===== config.mk =====
export PLATFORM = sky130hd
export DESIGN_NAME = panda_dmem_arbiter_flat
export DESIGN_NICKNAME = d
export VERILOG_FILES = /design/src/rtl/panda_dmem_arbiter_if.sv /design/src/rtl/panda_dmem_arbiter.sv /design/src/flat_wrapper.sv
export SDC_FILE = /design/constraint.sdc
export NUM_CORES = 1
export LEC_CHECK = 0
export CAP_MARGIN = 0
export CORE_AREA = 8 8 115 117
export CTS_BUF_LIST = sky130_fd_sc_hd__clkbuf_16
export DETAILED_ROUTE_END_ITERATION = 8
export DIE_AREA = 0 0 123 125
export MAX_ROUTING_LAYER = met4
export PLACE_DENSITY = 0.67
export SETUP_SLACK_MARGIN = 0.5
export SLEW_MARGIN = 20
export SYNTH_ARGS = -nofsm -noshare
export SYNTH_HDL_FRONTEND = slang
export SYNTH_SLANG_ARGS = --single-unit

===== constraint.sdc =====
create_clock -name clk_i -period 3.8 [get_ports clk_i]
set_input_delay 0.76 -clock clk_i [delete_from_list [all_inputs] [get_ports clk_i]]
set_output_delay 0.76 -clock clk_i [all_outputs]
set_load 0.005 [all_outputs]

===== src/rtl/panda_dmem_arbiter_if.sv =====
// panda_dmem_arbiter_if: req/gnt/rvalid data-memory port shared by requesters and the memory side
//   req, addr[31:0], we[3:0], wdata[31:0] : request phase, driven by the master
//   gnt, rvalid, rdata[31:0]              : grant and response phase, driven by the slave
interface panda_dmem_arbiter_if;
  logic        req;
  logic [31:0] addr;
  logic [3:0]  we;
  logic [31:0] wdata;
  logic        gnt;
  logic        rvalid;
  logic [31:0] rdata;
  modport master (output req, addr, we, wdata, input gnt, rvalid, rdata);
  modport slave  (input req, addr, we, wdata, output gnt, rvalid, rdata);
endinterface


===== src/rtl/panda_dmem_arbiter.sv =====
// panda_dmem_arbiter: shares one data-memory port between the core LSU (m0) and a debug/DMA master (m1)
//   clk_i, rst_i : clock, asynchronous active-high reset
//   m0, m1       : requester ports (slave side of the handshake)
//   mem          : memory port (master side of the handshake)
//   err_o        : sticky, memory response seen with no transaction outstanding
module panda_dmem_arbiter #(
  parameter bit PRIO_RR   = 1'b1,
  parameter int MAX_OUTST = 2
) (
  input  logic                        clk_i,
  input  logic                        rst_i,
  panda_dmem_arbiter_if.slave         m0,
  panda_dmem_arbiter_if.slave         m1,
  panda_dmem_arbiter_if.master        mem,
  output logic                        err_o
);
  localparam int PW = MAX_OUTST > 1 ? $clog2(MAX_OUTST) : 1;
  localparam int CW = $clog2(MAX_OUTST + 1);
  logic [MAX_OUTST-1:0] own_q;
  logic [PW-1:0]        wr_q, rd_q;
  logic [CW-1:0]        cnt_q;
  logic                 lock_q, sel_q, rr_q;
  logic                 sel, both, empty, head, pop, push, room, req;
  always_comb begin
    both  = m0.req & m1.req;
    empty = cnt_q == '0;
    head  = own_q[rd_q];
    pop   = ~rst_i & mem.rvalid & ~empty;
    // a response in the same cycle frees its slot for a new grant
    room  = (cnt_q < CW'(MAX_OUTST)) | pop;
    sel   = lock_q ? sel_q : both ? (PRIO_RR & rr_q) : m1.req;
    req   = ~rst_i & (lock_q | ((m0.req | m1.req) & room));
    push  = req & mem.gnt;
    mem.req    = req;
    mem.addr   = req ? (sel ? m1.addr  : m0.addr)  : '0;
    mem.we     = req ? (sel ? m1.we    : m0.we)    : '0;
    mem.wdata  = req ? (sel ? m1.wdata : m0.wdata) : '0;
    m0.gnt     = push & ~sel;
    m1.gnt     = push & sel;
    m0.rvalid  = pop & ~head;
    m1.rvalid  = pop & head;
    m0.rdata   = m0.rvalid ? mem.rdata : '0;
    m1.rdata   = m1.rvalid ? mem.rdata : '0;
  end
  always_ff @(posedge clk_i or posedge rst_i)
    if (rst_i) begin
      own_q  <= '0;
      wr_q   <= '0;
      rd_q   <= '0;
      cnt_q  <= '0;
      lock_q <= 1'b0;
      sel_q  <= 1'b0;
      rr_q   <= 1'b0;
      err_o  <= 1'b0;
    end else begin
      // a stalled request keeps its selection until the memory accepts it
      lock_q <= req & ~mem.gnt;
      sel_q  <= sel;
      if (push & both) rr_q <= ~sel;
      if (push) begin
        own_q[wr_q] <= sel;
        wr_q        <= wr_q == PW'(MAX_OUTST - 1) ? '0 : wr_q + 1'b1;
      end
      if (pop) rd_q <= rd_q == PW'(MAX_OUTST - 1) ? '0 : rd_q + 1'b1;
      cnt_q <= cnt_q + CW'(push) - CW'(pop);
      err_o <= err_o | (mem.rvalid & empty);
    end
endmodule


===== src/flat_wrapper.sv =====
// flat-port wrapper written by rule: the top's interface ports become plain ports
module panda_dmem_arbiter_flat 
#(
  parameter bit PRIO_RR   = 1'b1,
  parameter int MAX_OUTST = 2
)
  (clk_i, rst_i, err_o, m0_req, m0_addr, m0_we, m0_wdata, m0_gnt, m0_rvalid, m0_rdata, m1_req, m1_addr, m1_we, m1_wdata, m1_gnt, m1_rvalid, m1_rdata, mem_req, mem_addr, mem_we, mem_wdata, mem_gnt, mem_rvalid, mem_rdata);
  panda_dmem_arbiter_if m0_i ();
  panda_dmem_arbiter_if m1_i ();
  panda_dmem_arbiter_if mem_i ();
  input  logic clk_i;
  input  logic rst_i;
  output logic err_o;
  input wire logic [$bits(m0_i.req)-1:0] m0_req;
  input wire logic [$bits(m0_i.addr)-1:0] m0_addr;
  input wire logic [$bits(m0_i.we)-1:0] m0_we;
  input wire logic [$bits(m0_i.wdata)-1:0] m0_wdata;
  output wire logic [$bits(m0_i.gnt)-1:0] m0_gnt;
  output wire logic [$bits(m0_i.rvalid)-1:0] m0_rvalid;
  output wire logic [$bits(m0_i.rdata)-1:0] m0_rdata;
  input wire logic [$bits(m1_i.req)-1:0] m1_req;
  input wire logic [$bits(m1_i.addr)-1:0] m1_addr;
  input wire logic [$bits(m1_i.we)-1:0] m1_we;
  input wire logic [$bits(m1_i.wdata)-1:0] m1_wdata;
  output wire logic [$bits(m1_i.gnt)-1:0] m1_gnt;
  output wire logic [$bits(m1_i.rvalid)-1:0] m1_rvalid;
  output wire logic [$bits(m1_i.rdata)-1:0] m1_rdata;
  output wire logic [$bits(mem_i.req)-1:0] mem_req;
  output wire logic [$bits(mem_i.addr)-1:0] mem_addr;
  output wire logic [$bits(mem_i.we)-1:0] mem_we;
  output wire logic [$bits(mem_i.wdata)-1:0] mem_wdata;
  input wire logic [$bits(mem_i.gnt)-1:0] mem_gnt;
  input wire logic [$bits(mem_i.rvalid)-1:0] mem_rvalid;
  input wire logic [$bits(mem_i.rdata)-1:0] mem_rdata;
  assign m0_i.req = m0_req;
  assign m0_i.addr = m0_addr;
  assign m0_i.we = m0_we;
  assign m0_i.wdata = m0_wdata;
  assign m0_gnt = m0_i.gnt;
  assign m0_rvalid = m0_i.rvalid;
  assign m0_rdata = m0_i.rdata;
  assign m1_i.req = m1_req;
  assign m1_i.addr = m1_addr;
  assign m1_i.we = m1_we;
  assign m1_i.wdata = m1_wdata;
  assign m1_gnt = m1_i.gnt;
  assign m1_rvalid = m1_i.rvalid;
  assign m1_rdata = m1_i.rdata;
  assign mem_req = mem_i.req;
  assign mem_addr = mem_i.addr;
  assign mem_we = mem_i.we;
  assign mem_wdata = mem_i.wdata;
  assign mem_i.gnt = mem_gnt;
  assign mem_i.rvalid = mem_rvalid;
  assign mem_i.rdata = mem_rdata;
  panda_dmem_arbiter #(.PRIO_RR(PRIO_RR), .MAX_OUTST(MAX_OUTST)) u_core (.clk_i(clk_i), .rst_i(rst_i), .m0(m0_i), .m1(m1_i), .mem(mem_i), .err_o(err_o));
endmodule

Word-level counts from Yosys, hierarchy flattened. Index checks and enable logic that the tools add are counted.

Register bits after elaboration: 10. Word-level logic and storage cells: 57.

Add/sub/neg operators: 4. $lt $le $gt $ge: 4. Muxes and demuxes: 17. Bitwise operators: 22. Reductions and logical operators: 2.

Operators by type and width (number): 2-to-1 mux 32 bit (6); AND 1 bit (13); 2-to-1 mux 4 bit (2); 2-to-1 mux 1 bit (7); inverter 1 bit (5); < comparator 1 x 2 -> 1 bit (second input constant) (2); bitwise OR 1 bit (4); adder 1 bit (second input constant) (2); adder 2 x 1 -> 2 bit (1); bitwise mux 2 bit (1); zero test 2 bit (1); < comparator 2 bit (second input constant) (1); subtractor 2 x 1 -> 2 bit (1); demux 1 bit (select 1 bit) (1); greater-or-equal comparator 1 bit (second input constant) (1); logical AND 1 bit (1).

Longest topological paths before layout. Gate-level depths: netlist of the first run.

Depth in word-level cells: 10. Depth in mapped cells: 7.

Least setup slack after synthesis of the first run. Ideal clock, no wire load.

Path type: in2out. Start: input m1_req. End: output mem_addr[0]. Arrival time: 1.649 ns. Required time: 3.040 ns. Path slack: 1.391 ns. Stages on the path: 6. Cell sequence: or2_4 > a21oi_4 > or2_4 > buf_12 > buf_6 > a21oi_1.

Cells in the longest elaborated chain, start to end: 5. Elaborated cells on any way between the ends: 9. Those cells by class: mux (4); bitwise (5).

Ends and longest elaborated chain: from (decl) (line flat_wrapper.sv:21) `input wire logic [$bits(m1_i.req)-1:0] m1_req;`; AND 1 bit / bitwise OR 1 bit (equally long branches) (line panda_dmem_arbiter.sv:25, panda_dmem_arbiter.sv:32); 2-to-1 mux 1 bit / AND 1 bit (equally long branches) (line panda_dmem_arbiter.sv:31, panda_dmem_arbiter.sv:32); 2-to-1 mux 1 bit / bitwise OR 1 bit (equally long branches) (line panda_dmem_arbiter.sv:31, panda_dmem_arbiter.sv:32); 2-to-1 mux 32 bit / AND 1 bit (equally long branches) (line panda_dmem_arbiter.sv:35, panda_dmem_arbiter.sv:32); 2-to-1 mux 32 bit * (line panda_dmem_arbiter.sv:35) `mem.addr = req ? (sel ? m1.addr : m0.addr) : '0;`; to (decl) (line flat_wrapper.sv:29) `output wire logic [$bits(mem_i.addr)-1:0] mem_addr;`.

Mark *: on every way between the ends. The rest lies on a longest branch, timed or not.

Worst setup path after layout of the first run.
Start: input mem_rvalid. End: output mem_addr[20].

Cells in the longest elaborated chain, start to end: 7.

Ends and longest elaborated chain: from (decl) (line flat_wrapper.sv:33) `input wire logic [$bits(mem_i.rvalid)-1:0] mem_rvalid;`; AND 1 bit (2 in a row) (line panda_dmem_arbiter.sv:28) `pop = ~rst_i & mem.rvalid & ~empty;`; bitwise OR 1 bit (line panda_dmem_arbiter.sv:30) `room = (cnt_q < CW'(MAX_OUTST)) | pop;`; AND 1 bit (line panda_dmem_arbiter.sv:32) `req = ~rst_i & (lock_q | ((m0.req | m1.req) & room));`; bitwise OR 1 bit (line panda_dmem_arbiter.sv:32); AND 1 bit (line panda_dmem_arbiter.sv:32); 2-to-1 mux 32 bit (line panda_dmem_arbiter.sv:35).

Every way passes these cells.

==> flow_metrics.env, run 1 <==
export IMPL_synth_area_top_cells="nand2_1, a21oi_2, nor2_1"
export IMPL_worstMarginPinSlew_ns=0.574
export IMPL_drv_cap=0
export IMPL_postSynthAreaPerCell_um2=5.83
export IMPL_path_clk_slew_ns=0.04
export IMPL_clock_path_buffers=2
export IMPL_grt_pass1_vias=4002
export IMPL_synth_warnings=0
export IMPL_p_total_uw=1630
export IMPL_grt_setup_unrepaired="no"
export IMPL_tns_ns=0
export IMPL_grt_max_degree=37
export IMPL_coreArea_um2=11600
export IMPL_finish_net_count=859
export IMPL_initialDrtViolationCount=149
export IMPL_clock_sinks=10
export IMPL_crit_slowest_cell="clkdlybuf4s50_1"
export IMPL_fp_dieW_um=123
export IMPL_hold_viol=0
export IMPL_die_y_um=125
export IMPL_async_flop_share_pct=100
export IMPL_global_route_usage_total_pct=18.7
export IMPL_ff2ff_setup_slack_ns=2.10
export IMPL_fin_cells=830
export IMPL_netlist_instances=382
export IMPL_gp_congestion=0.917
export IMPL_hold_buffers=0
export IMPL_max_freq_ghz=0.307
export IMPL_initial_core_util_pct=19.2
export IMPL_clock_root_buffer="clkbuf_16"
export IMPL_drc=0
export IMPL_worstSetupStartpointType="input pin"
export IMPL_grt_pass1_wl_um=22300
export IMPL_crit_required_ns=3.04
export IMPL_overflow=0
export IMPL_n_antenna_cell=0
export IMPL_p_per_area_nw_per_um2=295
export IMPL_clock_latency_ns=0.24
export IMPL_drive_above_1_share_pct=10.7
export IMPL_period_minus_slack_ns=3.26
export IMPL_cpPeakStageDelay_ns=0.54
export IMPL_area_growth_pct=149
export IMPL_ys_seq_area_share_pct=11.2
export IMPL_row_count=40
export IMPL_path_max_fanout=16
export IMPL_clock_skew_ns=0.00149
export IMPL_wl_per_cell_um=18.2
export IMPL_irDropWorstVdd_v=0.000261
export IMPL_die_area_um2=15400
export IMPL_whs_ns=0.470
export IMPL_path_delay_family="buffers and inverters"
export IMPL_setup_viol=0
export IMPL_yosysTopAreaCellShare_pct=29.0
export IMPL_yosys_most_used_dff="dfrtp_1"
export IMPL_numPortBuffers=311
export IMPL_syn_area_um2=2230
export IMPL_ys_ff_latch=10
export IMPL_leakagePower_uw=0.00244
export IMPL_synth_nets=557
export IMPL_min_path_type="reg -> reg"
export IMPL_drtAntennaViolNets=0
export IMPL_dp_hpwl_um=11900
export IMPL_num_vias=3668
export IMPL_design_area_um2=5540
export IMPL_post_place_cells=818
export IMPL_critPathCaptureType="primary output"
export IMPL_ys_top_cells_by_count="nand2_1, nor2_1, a21oi_2"
export IMPL_first_pass_iters=4
export IMPL_place_area_um2=5350
export IMPL_crit_chain="dlygate4sd2_1 -> nand2b_4 -> a21oi_4 -> or2_4 -> buf_12 -> buf_12 -> a21oi_1 -> clkdlybuf4s50_1"
export IMPL_crit_type="in -> out"
export IMPL_arrival_ns=2.50
export IMPL_io_pins=312
export IMPL_synth_top_cell_by_area="nand2_1"
export IMPL_critPathBufInv=4
export IMPL_fillers=1180
export IMPL_synth_edf_count=0
export IMPL_synth_most_common_cell="nand2_1"
export IMPL_multi_input_area_um2=1650
export IMPL_vias_per_cell=4.42
export IMPL_synth_distinct_cells=30
export IMPL_finalMaxSlewViolations=0
export IMPL_cts_tree="built"
export IMPL_max_slew_margin_pct=61.0
export IMPL_seq_area_um2=250
export IMPL_status="completed"
export IMPL_crit_top_cell="buf_12"
export IMPL_final_min_period_over_clock_period_pct=85.7
export IMPL_cts_buffers=3
export IMPL_drt_total_wl_um=15100
export IMPL_antenna_found_initial=0
export IMPL_htreeDepth=1
==> worst reg2reg max path: cells and delay by family, from the launching register on <==
family	cells	cell delay [ns]
and+or+nand+nor	3	0.57
xor gates and xnor gates	1	0.14
buffers and inverters	1	0.17
DFF	1	0.42
adders and majority gates	1	0.33
==> routing by layer <==
metal | vias up | track usage [%] | wire length, µm
met5 | - | - | 0
met4 | 0 | 2.55 | 140
met3 | 11 | 5.18 | 1610
met2 | 206 | 33.9 | 7520
met1 | 1651 | 20.2 | 5800
li1 | 1800 | - | -
==> registers in the layout, indices dropped and copies added, names as in the netlist <==
register and cells:
u_core.cnt_q 2, u_core.rr_q 1, u_core.sel_q 1, u_core.own_q 2
u_core.lock_q 1, u_core.err_o 1, u_core.rd_q 1, u_core.wr_q 1
==> final timing paths <==
kind / from / endpoint / depth (start not counted)
worst min-delay path: u_core.err_o / u_core.err_o / 1
worst max register to register: u_core.cnt_q[1] / u_core.cnt_q[1] / 6
max in group asynchronous: rst_i / u_core.err_o / 3
worst min register to register: u_core.err_o / u_core.err_o / 1
worst max-delay path: mem_rvalid / mem_addr[20] / 8
min in group asynchronous: rst_i / u_core.rd_q / 3
==> stage by stage <==
stage | utilization (%) | worst slack [ns]
6_report | 47.7 | 0.544
2_1_floorplan | - | 1.39
3_3_place_gp | 46.1 | 0.278
5_1_grt | 47.7 | 0.503
3_5_place_dp | 46.1 | 0.270
4_1_cts | 47.6 | 0.543
==> final cells by class <==
type | instances | share of cell area [%]
clock buffer | 3 | 1.36
clock inverter | 1 | 0.0678
inverter | 4 | 0.362
multi-input combinational | 336 | 29.8
sequential | 10 | 4.52
tap | 147 | 3.32
timing repair buffer | 329 | 60.6
==> where the power goes <==
group	internal [µW]	leakage [µW]	switching (µW)
clock network	138	0.0000385	54.2
registers	146	0.000119	37.0
logic	648	0.00228	610
total	933	0.00244	701
==> cells by family after synthesis <==
logic type / Yosys count / share of synthesized area (%)
AND/OR/NAND/NOR: 253 / 44.9
AO/OA/AOI/OAI: 73 / 23.7
buffers and inverters: 36 / 15.6
flip-flops: 10 / 11.2
XOR/XNOR: 5 / 1.97
multiplexers: 4 / 1.97
adder cells (fa/ha/maj): 1 / 0.562
==> layout by cell type (no fill, tap or decap), drive strengths merged <==
cell           count
clkdlybuf4s50    249
nor2b              2
a21oi             69
xor2               2
dfrtp             10
nor3b              1
o21ai              1
clkinv             1
dlygate4sd2       58
mux2               3
buf               17
clkbuf             3
ha                 1
o2111ai            1
a21o               1
nor3               4
nor2              68
or2                2
bufbuf             1
mux2i              1
nand2            172
and2               2
o21a               1
dlymetal6s2s       4
nand2b             2
inv                4
xnor2              3
==> timing repair <==
item | CTS | global route
buffers inserted | 5 | 0
gates cloned | 3 | 0
gates resized for setup | 63 | 5
endpoints found under the setup margin | 75 | 4
pin swaps | 3 | 0
Power figures use the tool's default switching activity.
==> inputs of run 2 (changes only) <==
- CTS_CLUSTER_DIAMETER: default -> 200
==> results of run 2 <==
Same layout as run 1: the final DEF is identical, and so are final timing and power.
==> inputs of run 3 (changes only) <==
- CAP_MARGIN: 0 -> 5
==> results of run 3 <==
Same layout as run 1: the final DEF is identical, and so are final timing and power.
